<file path="config.mk">
export PLATFORM = sky130hd
export DESIGN_NAME = uart_rcv_control
export DESIGN_NICKNAME = d
export VERILOG_FILES = /design/src/rtl/uart_pkg.sv /design/src/rtl/uart_sync2.sv /design/src/rtl/uart_rcv_control.sv
export SDC_FILE = /design/constraint.sdc
export NUM_CORES = 1
export LEC_CHECK = 0
export BUFFER_PORTS_ARGS = -buffer_cell sky130_fd_sc_hd__buf_2
export CAP_MARGIN = 5
export CORE_MARGIN = 5
export CORE_UTILIZATION = 55
export DETAILED_ROUTE_END_ITERATION = 16
export GPL_TIMING_DRIVEN = 0
export PLACE_DENSITY_LB_ADDON = 0.25
export SYNTH_ARGS = -nofsm -noshare
export SYNTH_HDL_FRONTEND = slang
export SYNTH_HIERARCHICAL = 1
export SYNTH_SLANG_ARGS = --single-unit
</file>
<file path="constraint.sdc">
create_clock -name Clock -period 4.5 [get_ports Clock]
set_clock_uncertainty 0.2 [all_clocks]
set_input_delay 0.675 -clock Clock [delete_from_list [all_inputs] [get_ports Clock]]
set_output_delay 0.675 -clock Clock [all_outputs]
set_load 0.005 [all_outputs]
</file>
<file path="src/rtl/uart_pkg.sv">
// Shared definitions for the UART receive path: state encodings, the
// controller's state record, default bit timing and data-bit count.
package uart_pkg;

    localparam int DEFAULT_CLKS_PER_BIT = 434;   // 50 MHz / 115200 baud
    localparam int DATA_BITS            = 8;
    localparam int IDX_W                = $clog2(DATA_BITS);

    typedef enum logic [2:0] {
        IDLE  = 3'd0,
        START = 3'd1,
        DATA  = 3'd2,
        STOP  = 3'd3,
        BREAK = 3'd4
    } state_e;

    // Sequencing state kept together so it can be probed as one record.
    typedef struct packed {
        state_e             state;
        logic [IDX_W-1:0]   bit_idx;
    } ctrl_t;

    // True when the given index is the last data bit of a frame.
    function automatic logic is_last_bit(input logic [IDX_W-1:0] idx);
        return idx == IDX_W'(DATA_BITS - 1);
    endfunction

endpackage

</file>
<file path="src/rtl/uart_sync2.sv">
// Two-flop synchronizer for an asynchronous serial line. Both stages reset
// to 1 so an idle-high line never looks like a start bit out of reset.
module uart_sync2 (
    input  logic Clock,
    input  logic Reset,
    input  logic async_in,
    output logic sync_out
);

    logic meta_q, meta_d;
    logic sync_q, sync_d;

    // Next values: shift the raw line through the two stages.
    always_comb begin
        meta_d = async_in;
        sync_d = meta_q;
    end

    // Synchronizer flops, asynchronously preset to the idle level.
    always_ff @(posedge Clock or posedge Reset) begin
        if (Reset) begin
            meta_q <= 1'b1;
            sync_q <= 1'b1;
        end else begin
            meta_q <= meta_d;
            sync_q <= sync_d;
        end
    end

    assign sync_out = sync_q;

endmodule

</file>
<file path="src/rtl/uart_rcv_control.sv">
// Sequencing controller for the UART receive shift register.
// Detects start bits on the synchronized RxD, times bit centres with a
// cycle counter, pulses Shift once per data bit (LSB first), checks the
// stop bit and keeps the RxReady / FramingError status for the CPU bus.
// Build option: define UART_RCV_OVERRUN_EN to add the Overrun status flag.
//
// Bus side: there is no back-pressure. Read is a one-cycle strobe; RcvOE
// follows it combinationally, and status flags it clears drop on the next
// edge unless a new set lands on that same edge, in which case the set wins.
module uart_rcv_control
    import uart_pkg::*;
#(
    parameter int CLKS_PER_BIT = DEFAULT_CLKS_PER_BIT,
    parameter int CNT_W        = 16
) (
    input  logic Clock,
    input  logic Reset,
    input  logic RxD,
    input  logic Read,
    output logic Shift,
    output logic SerIn,
    output logic RcvOE,
    output logic RxReady,
    output logic FramingError
`ifdef UART_RCV_OVERRUN_EN
    ,
    output logic Overrun
`endif
);

    localparam logic [CNT_W-1:0] HALF_LAST = CNT_W'(CLKS_PER_BIT / 2 - 1);
    localparam logic [CNT_W-1:0] BIT_LAST  = CNT_W'(CLKS_PER_BIT - 1);

    logic               rx_s;
    ctrl_t              ctrl_q, ctrl_d;
    logic [CNT_W-1:0]   cnt_q, cnt_d;
    logic               shift_q, shift_d;
    logic               rx_ready_q, rx_ready_d;
    logic               fe_q, fe_d;
    logic               data_pulse;
    logic               stop_sample;
`ifdef UART_RCV_OVERRUN_EN
    logic               ovr_q, ovr_d;
`endif

    uart_sync2 u_sync (
        .Clock    (Clock),
        .Reset    (Reset),
        .async_in (RxD),
        .sync_out (rx_s)
    );

    // State register: sequencing state, bit timer and status flags.
    always_ff @(posedge Clock or posedge Reset) begin
        if (Reset) begin
            ctrl_q     <= '{state: IDLE, bit_idx: '0};
            cnt_q      <= '0;
            shift_q    <= 1'b0;
            rx_ready_q <= 1'b0;
            fe_q       <= 1'b0;
`ifdef UART_RCV_OVERRUN_EN
            ovr_q      <= 1'b0;
`endif
        end else begin
            ctrl_q     <= ctrl_d;
            cnt_q      <= cnt_d;
            shift_q    <= shift_d;
            rx_ready_q <= rx_ready_d;
            fe_q       <= fe_d;
`ifdef UART_RCV_OVERRUN_EN
            ovr_q      <= ovr_d;
`endif
        end
    end

    // Next-state logic: frame sequencing and bit-centre timing.
    always_comb begin
        ctrl_d = ctrl_q;
        cnt_d  = cnt_q;
        case (ctrl_q.state)
            IDLE: begin
                cnt_d = '0;
                if (!rx_s) begin
                    ctrl_d.state = START;
                end
            end
            START: begin
                // Re-check the line half a bit in to reject glitches.
                if (cnt_q == HALF_LAST) begin
                    cnt_d = '0;
                    if (rx_s) begin
                        ctrl_d.state = IDLE;
                    end else begin
                        ctrl_d.state   = DATA;
                        ctrl_d.bit_idx = '0;
                    end
                end else begin
                    cnt_d = cnt_q + 1'b1;
                end
            end
            DATA: begin
                if (cnt_q == BIT_LAST) begin
                    cnt_d          = '0;
                    ctrl_d.bit_idx = ctrl_q.bit_idx + 1'b1;
                    if (is_last_bit(ctrl_q.bit_idx)) begin
                        ctrl_d.state = STOP;
                    end
                end else begin
                    cnt_d = cnt_q + 1'b1;
                end
            end
            STOP: begin
                if (cnt_q == BIT_LAST) begin
                    cnt_d        = '0;
                    ctrl_d.state = rx_s ? IDLE : BREAK;
                end else begin
                    cnt_d = cnt_q + 1'b1;
                end
            end
            BREAK: begin
                // A line held low must rise before a new start is accepted.
                cnt_d = '0;
                if (rx_s) begin
                    ctrl_d.state = IDLE;
                end
            end
            default: begin
                ctrl_d = '{state: IDLE, bit_idx: '0};
                cnt_d  = '0;
            end
        endcase
    end

    // Output logic: Shift pulse and bus status flags (set beats Read clear).
    always_comb begin
        data_pulse  = (ctrl_q.state == DATA) && (cnt_q == BIT_LAST);
        stop_sample = (ctrl_q.state == STOP) && (cnt_q == BIT_LAST);
        shift_d     = data_pulse;

        rx_ready_d = Read ? 1'b0 : rx_ready_q;
        if (stop_sample && rx_s) begin
            rx_ready_d = 1'b1;
        end

        fe_d = Read ? 1'b0 : fe_q;
        if (stop_sample && !rx_s) begin
            fe_d = 1'b1;
        end

`ifdef UART_RCV_OVERRUN_EN
        // A completed frame while the previous byte is still unread.
        ovr_d = Read ? 1'b0 : ovr_q;
        if (stop_sample && rx_ready_q && !Read) begin
            ovr_d = 1'b1;
        end
`endif
    end

    assign Shift        = shift_q;
    assign SerIn        = rx_s;
    assign RcvOE        = Read;
    assign RxReady      = rx_ready_q;
    assign FramingError = fe_q;
`ifdef UART_RCV_OVERRUN_EN
    assign Overrun      = ovr_q;
`endif

endmodule

</file>
Yosys cells after proc, flatten, opt, wreduce, memory -nomap -nowiden. Index checks and enable logic that the tools add are counted.

Output and inout bits: 5. Flip-flop bits (word level): 27. Logic and storage cells: 54. Input port bits: 4.

Multiplexer cells: 17. Equality and inequality tests: 14. $add $sub $neg: 2. Reduce and logical (&&, ||, !) cells: 12. Bitwise gates (word level): 1.

Operators by type and width (number): two-way mux 16 bit (2); case mux 16 bit (2 select lines) (1); two-way mux 3 bit (6); adder 16 x 1 -> 16 bit (second input constant) (1); equality test 16 x 8 -> 1 bit (second input constant) (1); equality test 16 x 9 -> 1 bit (second input constant) (1); case mux 3 bit (5 select lines) (1); two-way mux 6 bit (2); != test 2 bit (second input constant) (6); case mux 3 bit (3 select lines) (1); equality test 3 x 2 -> 1 bit (second input constant) (2); equality test 3 bit (second input constant) (2); AND reduction 6 bit (1); logical AND 1 bit (4); AND reduction 4 bit (1); nonzero test 2 bit (2); adder 3 x 1 -> 3 bit (second input constant) (1); equality test 3 x 1 -> 1 bit (second input constant) (1); logical NOT 3 bit (1); two-way mux 1 bit (3); OR reduction 3 bit (1); two-way mux 2 bit (1); != test 2 x 1 -> 1 bit (second input constant) (1); OR reduction 2 bit (1); other kinds (2) (2).

Logic depth before layout (Yosys ltp). Gate-level depths: netlist of the first run.

Depth in word-level cells: 4. Gate-level depth with buffers: 7. Mapped depth without buffers: 6.

Cells and area by module. Netlist of the first run, hierarchy kept.

Modules (own cells, without submodules): uart_rcv_control (sequential area each 625.6 um^2, area each 1438.9 um^2, cells an instance 139, times used 1); uart_sync2 (sequential area each 52.6 um^2, area each 56.3 um^2, cells an instance 3, times used 1).

Worst setup path after synthesis of the first run. Ideal clock, no wire load.

Path type: register to register. From: register cnt_q[12]. To: register ctrl_q[1] (netlist bit). Stages on the path, launching flop included: 5. Setup time: 0.133 ns. Arrival: 1.482 ns. Slack: 2.686 ns. Required time: 4.167 ns. Period minus slack after synthesis: 1.814 ns. Path buffers: 0. Cells stage by stage: dfrtp_1 -> nor4_4 -> nand4_4 -> a222oi_1 -> o2bb2ai_1.

Cells in the longest elaborated chain, start to end: 3. Elaborated cells on any way between the ends: 5. Those cells by class: eq/ne (4); reduce/logical (1).

RTL lines: start: declaration (RTL line uart_rcv_control.sv:36) `logic [CNT_W-1:0] cnt_q, cnt_d;`; start signal: assignment (RTL line uart_rcv_control.sv:66) `cnt_q <= cnt_d;`; equality test 16 x 9 -> 1 bit / equality test 16 x 8 -> 1 bit (equally long branches) (RTL line uart_rcv_control.sv:102, uart_rcv_control.sv:89); != test 2 bit (no source line); AND reduction 4 bit (no source line) (*); end signal: assignment (RTL line uart_rcv_control.sv:56) `ctrl_q <= '{state: IDLE, bit_idx: '0};`; end signal: assignment (RTL line uart_rcv_control.sv:65) `ctrl_q <= ctrl_d;`; end: declaration (RTL line uart_rcv_control.sv:35) `ctrl_t ctrl_q, ctrl_d;`.

Mark *: on every way between the ends. The rest lies on a longest branch, timed or not. A chain may end at the register's enable or synchronous reset.

Final worst setup path of the first run.
From: register cnt_q[12]. To: register cnt_q[4].

Cells in the longest elaborated chain, start to end: 3. Elaborated cells on any way between the ends: 5. Those cells by class: eq/ne (2); mux (3).

RTL lines: equality test 16 x 9 -> 1 bit / equality test 16 x 8 -> 1 bit (equally long branches) (RTL line uart_rcv_control.sv:102, uart_rcv_control.sv:113, uart_rcv_control.sv:89); two-way mux 16 bit (on tied branches) (RTL line uart_rcv_control.sv:102, uart_rcv_control.sv:113, uart_rcv_control.sv:89); case mux 16 bit (2 select lines) (*) (RTL line uart_rcv_control.sv:80) `case (ctrl_q.state)`; named net cnt_d[4] (RTL line uart_rcv_control.sv:36).

The timed path passes the listed nets; every way through them passes the cells marked *.

==> run summary, run 1 <==
Buffers on Ports: 8
Total gr overflow: 0
Share of layout cells above drive strength 1: 16.9%
Pin count of the biggest net entering global routing: 26
Worst relative slew slack: 38.8%
Die area: 3860 um2
Routed Antenna Nets: 0
Ant. Diodes: 0
Yosys Warn Count: 6
RSZ-0062 raised after global routing: false
Sw Pwr: 0.0725 mW
Slew @ Worst Pin: 0.917 ns
Vias/cell: 5.56
Clk pin slew, worst setup/hold paths: 0.13 ns
Hold Buf Count CTS: 0
Critical Path Sink Type: flop
DRC: 0
H-tree Lvls: 1
Commonest non-fill, non-tap cell in the layout: dfrtp_1
Max-cap violations: 0
Crit Path Max Fanout: 10
Top FF cell, synth: dfrtp_1
Routed WL per cell: 13.6 um
Initial antenna violation count: 0
Final setup vio count: 0
Fin worst setup slack: 2.50 ns
Logic pwr share: 2.7%
Vias: 1028
Pwr Total: 0.354 mW
Fin crit period: 2.00 ns
Initial Utilization: 55.7%
Area growth from synthesis to layout: 7.03%
Required @ worst endpoint: 4.52 ns
Final Hold Fails: 0
Final wirelength: 2520 um
CTS buffer count: 3
DP HPWL: 1830 um
Register area share after synthesis: 45.4%
EDFF count, synth: 0
CTS resizes: 0
Clock latency at the later pin of the worst-skew pair: 0.31 ns
Nets: 164
Crit path cell chain: nor4_4 > nand4_4 > a22oi_4 > buf_6 > nor2_1
Clock power frac: 28.1%
Startpoint type of the worst setup path: flop
Vias in the first global route: 1008
Die height: 62.1 um
Post-Syn Instances: 142
Detailed Routing Iterations Pass 1: 4
Mean post-synth cell area: 10.5 um2
Deepest clock path buffer count: 2
Switching Fraction: 20.4%
Number of synthesized register bits: 27
Mapped Area: 1500 um2
Worst Path Buf+Inv: 1
Largest area contributor in the netlist: dfrtp_1
Seq pwr share: 69.2%
Syn Nets: 151
CP delay by family, top: simple AND/OR/NAND/NOR gates
# IOs: 9
Gpl congestion: 0.873
Pwr/cell area: 221 nW/um2
Die Wd: 62.1 um
CP Class: flop to flop
Slew Limit Fails: 0
GRT Total Usage: 13.6%
Critical path's largest stage delay: 0.48 ns
Row count: 19
DR iter-0 viols: 72
Commonest cells after routing, fill and taps aside: dfrtp_1 (25), nor2_1 (18), inv_1 (11)
First-pass GRT wire length: 4340 um
TNS Setup: 0 ns
Synth top area share: 41.8%
Max Fclk: 0.501 GHz
Main area contributors after synthesis: dfrtp_1 (42%), xnor2_1 (4.7%), nor2_1 (4.5%)
Final worst-path cycle share: 44.4%
Hold crit path type: primary input to asynchronous set/reset pin
Pint: 0.282 mW
Worst slack, placed: 2.50 ns
Clock Tree Root: clkbuf_4
CTS tree: built
Core area: 2690 um2
Lkg Pwr: 0.693 nW
Post-CTS setup buffers: 0
CTS Sinks: 27
Status: completed
Netlist cell types: 41
Crit path DAT: 2.01 ns
Async set or reset register ratio after synthesis: 100%
Worst VDD drop: 0.174 mV
Worst-path cell with the longest stage delay: dfrtp_1
-- sequential cells by signal, indices dropped and copies added, names as in the netlist --
signal,cells
u_sync/sync_out,1
u_sync/meta_q,1
cnt_q,16
ctrl_q,6
Shift,1
RxReady,1
FramingError,1
-- synth_stat cells (2+ instances only) --
cell type / n
or4_1: 2
nor4_1: 2
ha_1: 5
o31ai_1: 3
nand4_1: 5
o22ai_1: 3
nand4_4: 2
nor2_1: 18
dfstp_2: 2
nor2b_1: 3
nand3_1: 2
and4bb_2: 2
nand2_1: 6
nand2b_1: 3
xor2_1: 5
inv_1: 11
dfrtp_1: 25
xnor2_1: 8
o21ai_0: 2
nor4_4: 2
nor3_1: 2
a22oi_1: 2
a21oi_1: 5
buf_4: 2
and3_1: 4
-- metrics by stage --
step	instance area (um2)	cells	hold WS (ns)	utilization (%)
3_5_place_dp	1570	181	0.151	58.6
3_3_place_gp	1570	181	0.148	58.6
2_1_floorplan	1500	142	0.145	-
5_1_grt	1600	185	0.138	59.6
6_report	1600	185	0.159	59.6
4_1_cts	1600	185	0.148	59.6
-- area by class of cell --
cell class	count	area, um2
timing repair buffer	8	40.0
inverter	11	41.3
sequential	27	678
multi-input combinational	100	746
clock buffer	4	26.3
tap	31	38.8
buffer	4	30.0
fill	225	1090
-- power groups by stage --
| stage | sequential, mW | combinational (mW) | clock (mW) |
|---|---|---|---|
| 2_1_floorplan | 0.250 | 0.00614 | 0 |
| 3_3_place_gp | 0.250 | 0.00998 | 0 |
| 3_5_place_dp | 0.250 | 0.0104 | 0 |
| 4_1_cts | 0.245 | 0.0104 | 0.106 |
| 5_1_grt | 0.245 | 0.0116 | 0.117 |
| 6_report | 0.245 | 0.00970 | 0.0996 |
-- per-layer routing --
metal	vias to the layer above	track usage, %	routed length (um)
li1	522	-	-
met3	2	2.34	69
met4	0	4.88	14
met1	489	17.3	1150
met2	15	22.8	1290
met5	-	0	0
-- logic make-up (layout without fill, tap and decap cells) --
group	Yosys count	count (layout)	synth area share (%)
adders and majority gates	5	5	4.18
DFF	27	27	45.4
and+or+nand+nor	59	59	26.4
AOI/OAI and AO/OA	22	22	11.0
muxes	1	1	0.669
buffers and inverters	15	27	4.77
xor gates and xnor gates	13	13	7.62
-- final timing paths --
kind                          startpoint  slack (ns)              end  cells past startpoint
min reg2reg                u_sync/meta_q        0.17  u_sync/sync_out                      0
min in group Clock         u_sync/meta_q        0.17  u_sync/sync_out                      0
max reg2reg                    cnt_q[12]        2.50         cnt_q[4]                      5
max in group asynchronous          Reset        3.19        ctrl_q[0]                      2
min                                Reset        0.16  u_sync/sync_out                      2
max                            cnt_q[12]        2.50         cnt_q[4]                      5
Note: power is estimated with default switching activity, not from simulation.
==> inputs of run 2 (changes only) <==
Settings changed: ABC_AREA set to 1.
Clock period 4.5 ns to 2 ns, I/O delays scaled along.
==> run 2 against run 1 <==
Effect of this change:
- core utilization grew 2.5 points
- global-route usage is 2.9 points higher
- cell count increased by 27%
- clock power is 140% higher
- non-clock buffer count up 2
- sequential share of layout area down 2.7 points
- flip-flop and latch count unchanged
- first-iteration DRC count decreased by 22%
- worst hold slack improved by 0.011 ns
- largest power group unchanged
==> run summary, run 2 <==
Final Hold Fails: 0
Commonest cells after routing, fill and taps aside: nand2_1 (32), dfrtp_1 (25), inv_1 (23)
CTS resizes: 0
Max Fclk: 0.582 GHz
CTS Sinks: 27
Vias in the first global route: 1205
Mean post-synth cell area: 8.33 um2
CP Class: flop to flop
Ant. Diodes: 0
Routed WL per cell: 12.1 um
Die Wd: 63.5 um
Initial Utilization: 57.1%
RSZ-0062 raised after global routing: false
RR Startpoint: cnt_q[0]
Synth cell count leaders: nand2_1 (32), dfrtp_1 (25), inv_1 (23)
Count leader, synth: nand2_1
Deepest clock path buffer count: 2
Largest area contributor in the netlist: dfrtp_1
H-tree Lvls: 1
Hold crit path type: flop to flop
Status: completed
Clock Tree Root: clkbuf_4
Main area contributors after synthesis: dfrtp_1 (40%), nand2_1 (7.6%), xor2_1 (6.1%)
Final worst-path cycle share: 85.9%
Slew @ Worst Pin: 0.925 ns
Nets: 214
Top flop regs: cnt_q (16), ctrl_q (6)
TNS Setup: 0 ns
Hold path cells: 0
Required @ worst endpoint: 2.04 ns
Worst-case reg-to-reg path depth: 6
Fin crit period: 1.72 ns
Post-CTS setup buffers: 0
Number of synthesized register bits: 27
Core area: 2760 um2
Final setup vio count: 0
Crit Path Max Fanout: 5
Die area: 4030 um2
DRC: 0
Row count: 19
Vias/cell: 5.21
Post-layout instance area: 1710 um2
CTS tree: built
Clock latency at the later pin of the worst-skew pair: 0.33 ns
Register with the most flip-flops: cnt_q
Detailed Routing Iterations Pass 1: 4
Gpl congestion: 0.852
Total gr overflow: 0
Post-Syn Instances: 189
Mapped Area: 1570 um2
Area of the multi-input gates: 776 um2
Critical Path Sink Type: flop
Routed Antenna Nets: 0
FILL cells: 250
First-pass GRT wire length: 5330 um
Final wirelength: 2830 um
CTS buffer count: 3
Worst relative slew slack: 38.3%
Async set or reset register ratio after synthesis: 100%
DP HPWL: 2180 um
GRT Total Usage: 16.5%
Netlist cell types: 29
Lkg Pwr: 0.796 nW
Die height: 63.5 um
Hold Buf Count CTS: 3
Syn Nets: 198
Hold EP: u_sync/sync_out
Commonest non-fill, non-tap cell in the layout: nand2_1
Post-place instance area: 1650 um2
Startpoint of the worst hold path: u_sync/meta_q
EDFF count, synth: 0
Register area share after synthesis: 43.1%
Worst VDD drop: 0.434 mV
Area growth from synthesis to layout: 8.66%
Synth top area share: 39.7%
Initial antenna violation count: 0
Buffers on Ports: 8
Clk pin slew, worst setup/hold paths: 0.15 ns
Top FF cell, synth: dfrtp_1
DR iter-0 viols: 56
Crit path DAT: 1.76 ns
Yosys Warn Count: 6
Slew Limit Fails: 0
R2r setup slk: 0.28 ns
R2r endpoint: cnt_q[14]
# IOs: 9
FF+latch area: 678 um2
Vias: 1224
Max-cap violations: 0
Share of layout cells above drive strength 1: 21.6%
Pin count of the biggest net entering global routing: 26
Pwr/cell area: 477 nW/um2
Max reg flops: 16
Startpoint type of the worst setup path: flop
[run 2: cell types whose count changed after synthesis, sizes merged, moves of 4 or more]
cell and delta:
nor2 +6, o21ai +7, and3 -4, nand3 +6, a21oi +9, xor2 +6, xnor2 -7, inv +14
nand2 +37
[run 2: worst max-delay path, cell delays in order, from the launching register on]
cell,delay [ns]
dfrtp_1,0.46
ha_1,0.21
nand3_1,0.17
nor2_1,0.21
nand3_1,0.12
xor2_1,0.16
o21a_1,0.11
[run 2: kinds of logic (layout without fill, tap and decap cells)]
logic type | Yosys count | after routing | synth area share, %
buffers and inverters | 29 | 44 | 7.63
xor gates and xnor gates | 12 | 12 | 6.68
adders and majority gates | 5 | 5 | 3.97
DFF | 27 | 27 | 43.1
AOI/OAI and AO/OA | 26 | 26 | 9.22
and+or+nand+nor | 90 | 90 | 29.4
[run 2: worst max path at each step]
stage	cells after the start	start	slack, ns	to
2_1_floorplan	6	cnt_q[0]	0.48	cnt_q[14]
3_3_place_gp	6	cnt_q[0]	0.34	cnt_q[14]
3_5_place_dp	6	cnt_q[0]	0.32	cnt_q[14]
4_1_cts	6	cnt_q[0]	0.28	cnt_q[14]
5_1_grt	6	cnt_q[0]	0.11	cnt_q[14]
6_report	6	cnt_q[0]	0.28	cnt_q[14]
[run 2: final cells by class]
class                           instances  area share, %
Buffer                                  3           1.32
Clock buffer                            3           1.32
Clock inverter                          1          0.293
Inverter                               26           5.71
Multi-Input combinational cell        133           45.4
Sequential cell                        27           39.6
Tap cell                               31           2.27
Timing Repair Buffer                   11           4.10
[run 2: layer usage]
metal  part of all wire (%)  wire, um  track usage [%]
met3                    2.3        65             2.31
met2                     47      1330             26.3
met5                      0         0                0
met1                     50      1410             22.8
met4                    1.1        31             5.45
[run 2: where the power goes]
group	switching [mW]	total [mW]	internal, mW
Clock	0.165	0.240	0.0750
Combinational	0.0154	0.0251	0.00979
Sequential	0.00185	0.552	0.550
Total	0.182	0.816	0.635
[run 2: stage by stage]
step	utilization, %	hold WS, ns	cells	setup WS [ns]	total power, mW
after global placement	59.9	0.132	228	0.340	0.583
after floorplan	-	0.0115	189	0.482	0.574
after global routing	62.0	0.180	235	0.105	0.866
after CTS	62.0	0.171	235	0.283	0.828
after detailed placement	59.9	0.136	228	0.318	0.584
final	62.0	0.170	235	0.282	0.816
==> inputs of run 3 (changes only) <==
Settings changed: RECOVER_POWER set to 50.
==> run 3 against run 2 <==
Effect of this change:
- worst hold slack better by 0.0059 ns
- via count grew 0.16%
- global-route usage unchanged
- non-clock buffer count unchanged
- core utilization down 0.73 points
- flip-flop and latch count unchanged
- fmax down 1.6%
- clock power hardly changed
- sequential power is essentially flat
- largest power group unchanged
- combinational power hardly changed
- critical path depth is 1 lower
- sequential share of layout area increased by 0.47 points
- critical endpoint is now cnt_q[9]
==> run summary, run 3 (same netlist as run 2, synthesis figures left out) <==
R2r endpoint: cnt_q[9]
Pwr/cell area: 484 nW/um2
Fin worst setup slack: 0.254 ns
Ant. Diodes: 0
Detailed Routing Iterations Pass 1: 4
Initial Utilization: 57.1%
Commonest non-fill, non-tap cell in the layout: nand2_1
Hold EP: u_sync/sync_out
RSZ-0062 raised after global routing: false
Nets: 214
Buffers on Ports: 8
Core area: 2760 um2
Initial antenna violation count: 0
Core Util, Final: 61.3%
Final wirelength: 2850 um
Clock Tree Root: clkbuf_4
Startpoint of the worst hold path: u_sync/meta_q
Lkg Pwr: 0.787 nW
Gpl congestion: 0.852
Placed insts: 228
CTS tree: built
Routed Antenna Nets: 0
DP HPWL: 2180 um
Crit path DAT: 1.80 ns
Row count: 19
CTS Sinks: 27
Worst VDD drop: 0.438 mV
H-tree Lvls: 1
TNS Setup: 0 ns
CTS resizes: 0
Share of layout cells above drive strength 1: 18.1%
Required @ worst endpoint: 2.05 ns
CTS buffer count: 3
Top flop regs: cnt_q (16), ctrl_q (6)
Final setup vio count: 0
Routed WL per cell: 12.1 um
Worst slack, placed: 0.318 ns
Die Wd: 63.5 um
Max Fclk: 0.573 GHz
R2r setup slk: 0.25 ns
Pwr Total: 0.817 mW
DR iter-0 viols: 44
Final Hold Fails: 0
Post-place instance area: 1650 um2
Clock latency at the later pin of the worst-skew pair: 0.33 ns
Hold crit path type: flop to flop
Commonest cells after routing, fill and taps aside: nand2_1 (34), dfrtp_1 (25), inv_1 (23)
Slew @ Worst Pin: 0.927 ns
Crit Path Max Fanout: 5
Die area: 4030 um2
Fin crit period: 1.75 ns
Post-CTS setup buffers: 0
Pin count of the biggest net entering global routing: 26
Deepest clock path buffer count: 2
Startpoint type of the worst setup path: flop
Non-Filler Instances: 235
# IOs: 9
Register with the most flip-flops: cnt_q
FILL cells: 253
Critical Path Sink Type: flop
Die height: 63.5 um
Vias/cell: 5.22
DRC: 0
Slew Limit Fails: 0
Post-layout instance area: 1690 um2
Worst relative slew slack: 38.1%
GRT Total Usage: 16.5%
Max reg flops: 16
Max-cap violations: 0
First-pass GRT wire length: 5330 um
CP Class: flop to flop
Hold WS: 0.176 ns
Worst-case reg-to-reg path depth: 5
Hold path cells: 0
RR Startpoint: cnt_q[2]
Clk pin slew, worst setup/hold paths: 0.16 ns
Final worst-path cycle share: 87.3%
Total gr overflow: 0
Area growth from synthesis to layout: 7.39%
Hold Buf Count CTS: 3
Vias: 1226
Status: completed
Vias in the first global route: 1205
run 3: routing by layer:
| metal | track usage, % | wire, um | up-vias |
|---|---|---|---|
| met5 | 0 | 0 | - |
| met4 | 5.45 | 31 | 0 |
| met3 | 2.31 | 88 | 4 |
| met2 | 26.3 | 1340 | 16 |
| met1 | 22.8 | 1390 | 577 |
| li1 | - | - | 629 |
run 3: worst max-delay path, stage by stage (launching register included):
cell	delay [ns]
dfrtp_1	0.48
nand3_1	0.19
nor2_1	0.38
nand2_1	0.13
xor2_1	0.17
a21oi_1	0.13
run 3: worst max-delay path by stage:
stage	from	endpoint	slack [ns]	depth (start not counted)
4_1_cts	cnt_q[0]	cnt_q[14]	0.28	6
6_report	cnt_q[2]	cnt_q[9]	0.25	5
3_3_place_gp	cnt_q[0]	cnt_q[14]	0.34	6
5_1_grt	cnt_q[2]	cnt_q[9]	0.10	5
2_1_floorplan	cnt_q[0]	cnt_q[14]	0.48	6
3_5_place_dp	cnt_q[0]	cnt_q[14]	0.32	6
run 3: final cells by class:
class	instances	area [um2]	share of cell area [%]
plain buffers	3	22.5	1.33
inverters	26	97.6	5.77
clock buffers	3	22.5	1.33
repair buffers	11	67.6	4.00
well taps	31	38.8	2.29
multi-input cells	133	758	44.9
clock inverters	1	5.00	0.296
flip-flops and latches	27	678	40.1
run 3: where the power goes:
| group | switching [mW] | internal, mW | total, mW |
|---|---|---|---|
| registers | 0.00181 | 0.549 | 0.551 |
| logic | 0.0154 | 0.00951 | 0.0249 |
| clock network | 0.166 | 0.0750 | 0.241 |
